==> src/rtl/act_lane_pipe_if.sv <==
// Stream bundle for the activation lane stage: input vectors from the read
// buffer and output vectors toward the write DMA.
interface act_lane_pipe_if #(
  parameter int unsigned LANES = 8,
  parameter int unsigned DW    = 16
);
  logic                  in_vld;
  logic                  in_rdy;
  logic [LANES*DW-1:0]   in_dat;
  logic                  out_vld;
  logic                  out_rdy;
  logic [LANES*DW-1:0]   out_dat;

  // Upstream/downstream agent view
  modport master (
    output in_vld, in_dat, out_rdy,
    input  in_rdy, out_vld, out_dat
  );

  // Activation stage view
  modport slave (
    input  in_vld, in_dat, out_rdy,
    output in_rdy, out_vld, out_dat
  );
endinterface

==> src/rtl/act_lane_pipe.sv <==
// Multi-lane activation stage: per-lane bypass/ReLU/leaky-ReLU/requantise
// through a fixed-latency pipeline into a credit-protected FWFT FIFO, with a
// start/done frame counter bounding each job to num_vec vectors.
module act_lane_pipe #(
  parameter int unsigned LANES      = 8,
  parameter int unsigned DW         = 16,
  parameter int unsigned LAT        = 4,
  parameter int unsigned FIFO_DEPTH = 8,
  parameter int unsigned LOG2_DEPTH = 3
) (
  input  logic        clk,
  input  logic        rst_n,
  input  logic        start,
  input  logic [1:0]  mode,
  input  logic [2:0]  shift,
  input  logic [15:0] num_vec,
  act_lane_pipe_if.slave bus,
  output logic        busy,
  output logic        done
);

  localparam int unsigned CW = LOG2_DEPTH + 1;

  logic                 r_busy, r_done;
  logic [1:0]           r_mode;
  logic [2:0]           r_shift;
  logic [15:0]          r_num, r_in_cnt, r_out_cnt;
  logic [CW-1:0]        r_credit;
  logic [LAT-1:0]       r_pvld;
  logic [LANES*DW-1:0]  r_pdat [LAT];
  logic [LANES*DW-1:0]  r_mem  [FIFO_DEPTH];
  logic [LOG2_DEPTH-1:0] r_wptr, r_rptr;
  logic [CW-1:0]        r_count;

  logic                 w_acc, w_pop, w_wr, w_out_vld;
  logic [LANES*DW-1:0]  w_f;

  function automatic logic [DW-1:0] f_lane(input logic [DW-1:0] x,
                                           input logic [1:0] m,
                                           input logic [2:0] sh);
    logic signed [DW-1:0] sx;
    logic signed [DW:0]   sum;
    sx     = x;
    sum    = '0;
    f_lane = x;
    case (m)
      2'd1: if (sx[DW-1]) f_lane = '0;
      2'd2: if (sx[DW-1]) f_lane = sx >>> 3;
      2'd3: if (sh != 3'd0) begin
        // One extra bit of headroom so the rounding add cannot wrap
        sum    = {sx[DW-1], sx} + ((DW+1)'(1) << (sh - 3'd1));
        sum    = sum >>> sh;
        f_lane = sum[DW-1:0];
      end
      default: f_lane = x;
    endcase
  endfunction

  function automatic logic [LOG2_DEPTH-1:0] f_next(input logic [LOG2_DEPTH-1:0] p);
    f_next = (p == LOG2_DEPTH'(FIFO_DEPTH - 1)) ? '0 : p + 1'b1;
  endfunction

  assign w_acc     = bus.in_vld & bus.in_rdy;
  assign w_out_vld = (r_count != '0);
  assign w_pop     = w_out_vld & bus.out_rdy;
  assign w_wr      = r_pvld[LAT-1];

  assign bus.in_rdy  = r_busy & (r_credit != '0) & (r_in_cnt != r_num);
  assign bus.out_vld = w_out_vld;
  assign bus.out_dat = w_out_vld ? r_mem[r_rptr] : '0;
  assign busy        = r_busy;
  assign done        = r_done;

  // Elementwise function applied to every lane with the latched job settings
  always_comb begin
    w_f = '0;
    for (int unsigned i = 0; i < LANES; i++)
      w_f[i*DW +: DW] = f_lane(bus.in_dat[i*DW +: DW], r_mode, r_shift);
  end

  // Job control: start latching, input/output counters, done/busy
  always_ff @(posedge clk or negedge rst_n) begin
    if (!rst_n) begin
      r_busy    <= 1'b0;
      r_done    <= 1'b0;
      r_mode    <= '0;
      r_shift   <= '0;
      r_num     <= '0;
      r_in_cnt  <= '0;
      r_out_cnt <= '0;
    end else begin
      r_done <= 1'b0;
      if (start && !r_busy) begin
        r_mode    <= mode;
        r_shift   <= shift;
        r_num     <= num_vec;
        r_in_cnt  <= '0;
        r_out_cnt <= '0;
        if (num_vec == 16'd0) r_done <= 1'b1;
        else                  r_busy <= 1'b1;
      end else if (r_busy) begin
        if (w_acc) r_in_cnt <= r_in_cnt + 16'd1;
        if (w_pop) begin
          r_out_cnt <= r_out_cnt + 16'd1;
          if (r_out_cnt + 16'd1 == r_num) begin
            r_busy <= 1'b0;
            r_done <= 1'b1;
          end
        end
      end
    end
  end

  // Credit: free FIFO slots minus vectors still in the pipeline
  always_ff @(posedge clk or negedge rst_n) begin
    if (!rst_n) r_credit <= CW'(FIFO_DEPTH);
    else begin
      case ({w_acc, w_pop})
        2'b10:   r_credit <= r_credit - 1'b1;
        2'b01:   r_credit <= r_credit + 1'b1;
        default: r_credit <= r_credit;
      endcase
    end
  end

  // Fixed-latency pipeline, no stalls; stage 0 holds f(in_dat)
  always_ff @(posedge clk or negedge rst_n) begin
    if (!rst_n) begin
      r_pvld <= '0;
      for (int unsigned i = 0; i < LAT; i++) r_pdat[i] <= '0;
    end else begin
      r_pvld[0] <= w_acc;
      r_pdat[0] <= w_f;
      for (int unsigned i = 1; i < LAT; i++) begin
        r_pvld[i] <= r_pvld[i-1];
        r_pdat[i] <= r_pdat[i-1];
      end
    end
  end

  // FIFO storage; space is guaranteed by the credit so writes are unconditional
  always_ff @(posedge clk) begin
    if (w_wr) r_mem[r_wptr] <= r_pdat[LAT-1];
  end

  // FIFO pointers and occupancy
  always_ff @(posedge clk or negedge rst_n) begin
    if (!rst_n) begin
      r_wptr  <= '0;
      r_rptr  <= '0;
      r_count <= '0;
    end else begin
      if (w_wr)  r_wptr <= f_next(r_wptr);
      if (w_pop) r_rptr <= f_next(r_rptr);
      case ({w_wr, w_pop})
        2'b10:   r_count <= r_count + 1'b1;
        2'b01:   r_count <= r_count - 1'b1;
        default: r_count <= r_count;
      endcase
    end
  end

endmodule

==> src/flat_wrapper.sv <==
// flat-port wrapper written by rule: the top's interface ports become plain ports
module act_lane_pipe_flat 
#(
  parameter int unsigned LANES      = 8,
  parameter int unsigned DW         = 16,
  parameter int unsigned LAT        = 4,
  parameter int unsigned FIFO_DEPTH = 8,
  parameter int unsigned LOG2_DEPTH = 3
)
  (clk, rst_n, start, mode, shift, num_vec, busy, done, bus_in_vld, bus_in_dat, bus_out_rdy, bus_in_rdy, bus_out_vld, bus_out_dat);
  act_lane_pipe_if #(.LANES(LANES), .DW(DW)) bus_i ();
  input  logic clk;
  input  logic rst_n;
  input  logic start;
  input  logic [1:0] mode;
  input  logic [2:0] shift;
  input  logic [15:0] num_vec;
  output logic busy;
  output logic done;
  input wire logic [$bits(bus_i.in_vld)-1:0] bus_in_vld;
  input wire logic [$bits(bus_i.in_dat)-1:0] bus_in_dat;
  input wire logic [$bits(bus_i.out_rdy)-1:0] bus_out_rdy;
  output wire logic [$bits(bus_i.in_rdy)-1:0] bus_in_rdy;
  output wire logic [$bits(bus_i.out_vld)-1:0] bus_out_vld;
  output wire logic [$bits(bus_i.out_dat)-1:0] bus_out_dat;
  assign bus_i.in_vld = bus_in_vld;
  assign bus_i.in_dat = bus_in_dat;
  assign bus_i.out_rdy = bus_out_rdy;
  assign bus_in_rdy = bus_i.in_rdy;
  assign bus_out_vld = bus_i.out_vld;
  assign bus_out_dat = bus_i.out_dat;
  act_lane_pipe #(.LANES(LANES), .DW(DW), .LAT(LAT), .FIFO_DEPTH(FIFO_DEPTH), .LOG2_DEPTH(LOG2_DEPTH)) u_core (.clk(clk), .rst_n(rst_n), .start(start), .mode(mode), .shift(shift), .num_vec(num_vec), .bus(bus_i), .busy(busy), .done(done));
endmodule
==> config.mk <==
export PLATFORM = sky130hd
export DESIGN_NAME = act_lane_pipe_flat
export DESIGN_NICKNAME = d
export VERILOG_FILES = /design/src/rtl/act_lane_pipe_if.sv /design/src/rtl/act_lane_pipe.sv /design/src/flat_wrapper.sv
export SDC_FILE = /design/constraint.sdc
export NUM_CORES = 2
export LEC_CHECK = 0
export CAP_MARGIN = 10
export CORE_ASPECT_RATIO = 0.6
export CORE_UTILIZATION = 60
export DETAILED_ROUTE_END_ITERATION = 6
export HOLD_SLACK_MARGIN = 0.05
export MAX_ROUTING_LAYER = met4
export PLACE_DENSITY = 0.79
export SYNTH_ARGS = -nofsm -noshare
export SYNTH_HDL_FRONTEND = slang
export SYNTH_SLANG_ARGS = --single-unit
==> constraint.sdc <==
create_clock -name clk -period 12.2 [get_ports clk]
set_clock_uncertainty 0.05 [all_clocks]
set_input_delay 2.44 -clock clk [delete_from_list [all_inputs] [get_ports clk]]
set_output_delay 2.44 -clock clk [all_outputs]
set_load 0.005 [all_outputs]
==> key figures <==
Die
  – # IOs: 286
  – CORE AREA: 115,000 um2
  – Die height: 267 um
  – Die Wd: 443 um
  – Rows: 96
  – Initial core utilization: 60.9%
  – Die area: 118,000 um2

Power and ir drop
  – Worst vdd ir: 0.227 mV
  – Sw Ratio: 34.3%
  – Seq pwr share: 42.8%
  – Power Dens Cells: 243 nW/um2
  – P_int: 12.6 mW
  – Combinational share of power: 33.6%
  – Switch Pwr: 6.60 mW
  – Clock power share: 23.6%
  – P_leak: 28.5 nW

Routing
  – DRT antenna net count: 0
  – Initial drt markers: 7,076
  – Avg WL per Cell: 30.6 um
  – Vias: 46,800
  – 1st-pass router iterations: 7
  – DRT Wirelength: 210 mm
  – DRC: 1
  – Vias per cell: 6.84

Layout
  – Syn-to-layout area delta: 12.9%
  – Layout cells sized above 1: 13.3%
  – Fin cells: 6,849
  – Finished Core Util: 68.8%
  – Final nets: 5,376

Logic synthesis
  – FF+latch count, synth: 1,609
  – Post-synth top cells: 1,024 x edfxtp_1, 584 x dfrtp_1, 420 x nor2_1
  – Syn Inst Count: 5,012
  – Share of flip-flops with an asynchronous set or reset: 36.4%
  – Syn nets: 5,216
  – Post-synth EDFFs: 1,024
  – Top FF cell, synth: edfxtp_1
  – Top cell type's share of synthesized area: 43.9%
  – Post-Syn Area: 70,100 um2
  – Most numerous cell in the Yosys netlist: edfxtp_1
  – Area leader, netlist: edfxtp_1
  – Avg Inst Size Synth: 14.0 um2
  – Netlist cell types: 110
  – Area contributors post-synth: edfxtp_1 44%, dfrtp_1 21%, mux4_2 8.5%, a21oi_1 2.6%, mux2i_1 2.5%
  – Seq/Total Area, Yosys: 64.8%
  – Synth warn: 0

CTS
  – TritonCTS clock tree: built
  – CTS buffer count: 141
  – Hold Buf Count CTS: 0
  – CTS resizes: 0
  – Post-CTS Setup Inserts: 0
  – Clock Latency Late Sink: 780 ps
  – Number of H-tree levels: 4
  – Clk sinks: 1,609
  – Clk buf depth: 3
  – CTS Root Cell: clkbuf_16
  – Worst-path clk slew: 70 ps

Worst hold path
  – WHS Endpoint: u_core.r_pdat[9]
  – Worst Hold Launch: u_core.r_pdat[137]
  – Hold WC Path Type: register to register
  – Worst Hold Depth: 0

Setup path
  – Worst-case reg-to-reg path depth: 15
  – End of the worst register-to-register path: u_core.r_pdat[403]
  – Critical path's slowest cell: buf_4
  – CP arrival: 4330 ps
  – R2R Setup Slk: 6130 ps
  – Worst Setup End Kind: primary output
  – Worst Path Class, Setup: register to primary output
  – Crit-path cells: buf_4 > buf_12 > mux4_2 > mux2i_1 > nor2_1 > clkdlybuf4s50_1
  – Reg2reg start: u_core.r_shift[0]
  – Max incr delay on CP: 710 ps
  – Worst-path maximum fanout: 96
  – WP data required: 9710 ps
  – Worst setup SP type: register

Place
  – HPWL Detailed: 130 mm
  – Gp weighted congestion: 1.07
  – Cell Count Post-Placement: 6,547
  – Pre-CTS setup slack: 6050 ps
  – Port bufs: 285

Timing
  – Setup total negative slack: 0 ps
  – Fmax achieved: 147 MHz
  – Final-report setup violation count: 0
  – Min Tclk post-route: 6820 ps
  – Final worst-path cycle share: 55.9%
  – Post-route setup slack: 5380 ps
  – RSZ-0062 raised after global routing: no
  – Final Slew Violations: 0
  – Final Hold Fails: 0
  – Worst Tran Pin Value: 1390 ps
  – Rel. slew slack: 7.25%

Global route
  – M1 GR Usage: 51.7%
  – Largest net degree at the start of global routing: 134
  – Met2 Track Usage GR: 49.8%
  – All-Layer GR Usage: 36.7%
  – Global-route wire length before repair: 306 mm
  – Number of global-route vias before repair: 45,100
  – GR Layer Usage met3: 12.5%
  – GRT busiest layer: met1
  – GRT overflow: 0
  – Initial antenna violation count: 44

Run status
  – Status: finished with violations
  – Failing checks: DRC

Run
  – Max Cap Viol: 0
[per-stage QoR]
stage	power [mW]	hold WS [ps]	area, um2
2_1_floorplan	11.8	281	70100
3_3_place_gp	14.4	282	74300
3_5_place_dp	14.5	285	74300
4_1_cts	19.1	269	79000
5_1_grt	19.9	284	79100
6_report	19.2	266	79100
[sequential cells by signal, summed over array words and instances (netlist names)]
name              flops
u_core.r_count        4
u_core.busy           1
u_core.done           1
u_core.r_pdat       512
u_core.r_num         16
u_core.r_in_cnt      16
u_core.r_out_cnt     16
u_core.r_pvld         4
u_core.r_mode         2
u_core.r_credit       4
u_core.r_shift        3
u_core.r_wptr         3
u_core.r_rptr         3
u_core.r_mem       1024
[how the worst max path moves through the flow]
stage / endpoint / depth (start not counted) / from / slack [ps]
6_report: bus_out_dat[20] / 6 / u_core.r_rptr[0] / 5380
2_1_floorplan: u_core.r_mem[0][0] / 2 / u_core.r_wptr[0] / 2150
4_1_cts: bus_out_dat[44] / 6 / u_core.r_rptr[0] / 5320
3_3_place_gp: u_core.r_pdat[485] / 12 / bus_in_dat[97] / 6090
5_1_grt: bus_out_dat[20] / 6 / u_core.r_rptr[0] / 5050
3_5_place_dp: u_core.r_pdat[485] / 12 / bus_in_dat[97] / 6050
[critical path: cells and delay by family (launching register included)]
kind	cells	cell delay (ps)
buffers and inverters	3	1780
multiplexers	2	1000
flip-flops	1	450
AND/OR/NAND/NOR	1	70
[power by group through the flow]
stage	clock [mW]	combinational, mW	sequential, mW
6_report	4.53	6.46	8.22
5_1_grt	4.79	6.80	8.32
4_1_cts	4.59	6.33	8.21
3_5_place_dp	0	6.27	8.27
3_3_place_gp	0	6.20	8.17
2_1_floorplan	0	3.90	7.95
[per-layer routing]
layer,part of all wire (%),up-vias,wire length [um]
met2,43,3207,90500
met4,3.5,0,7340
li1,-,19500,-
met1,40,23600,84700
met5,0,-,0
met3,13,496,27200
[layout make-up]
class                           count  area, um2
Antenna cell                       41        103
Inverter                           61        233
Fill cell                        7651      35900
Timing Repair Buffer              400       3760
Multi-Input combinational cell   2959      23000
Clock buffer                      210       4190
Sequential cell                  1609      45400
Tap cell                         1519       1900
Clock inverter                     50        504
[cells in the final DEF (no fill, tap or decap), types with 20 or more instances in the layout]
cell	count
a211oi_1	50
mux2i_1	173
buf_4	111
and3_1	37
nand3_1	61
diode_2	41
o211ai_1	42
xnor2_1	133
clkbuf_16	147
clkdlybuf4s50_1	284
edfxtp_1	1024
clkbuf_1	36
and2_1	20
o221ai_1	29
nor2_1	405
a311oi_1	21
inv_1	55
o22ai_1	44
nand4_1	22
nand2_1	325
mux4_2	266
dfrtp_1	577
nor3_1	70
a221oi_1	37
clkbuf_8	27
ha_1	48
o31ai_1	27
a21oi_1	362
nand2b_1	30
o21ai_0	220
xor2_1	65
a31oi_1	50
[cell families after synthesis]
group	after synthesis	share of synthesized area (%)
buffers and inverters	444	2.52
AND/OR/NAND/NOR	1108	7.22
AO/OA/AOI/OAI	1144	10.7
XOR/XNOR	200	2.52
flip-flops	1609	64.8
multiplexers	454	11.3
adder cells (fa/ha/maj)	53	0.957
Power figures use the tool's default switching activity.
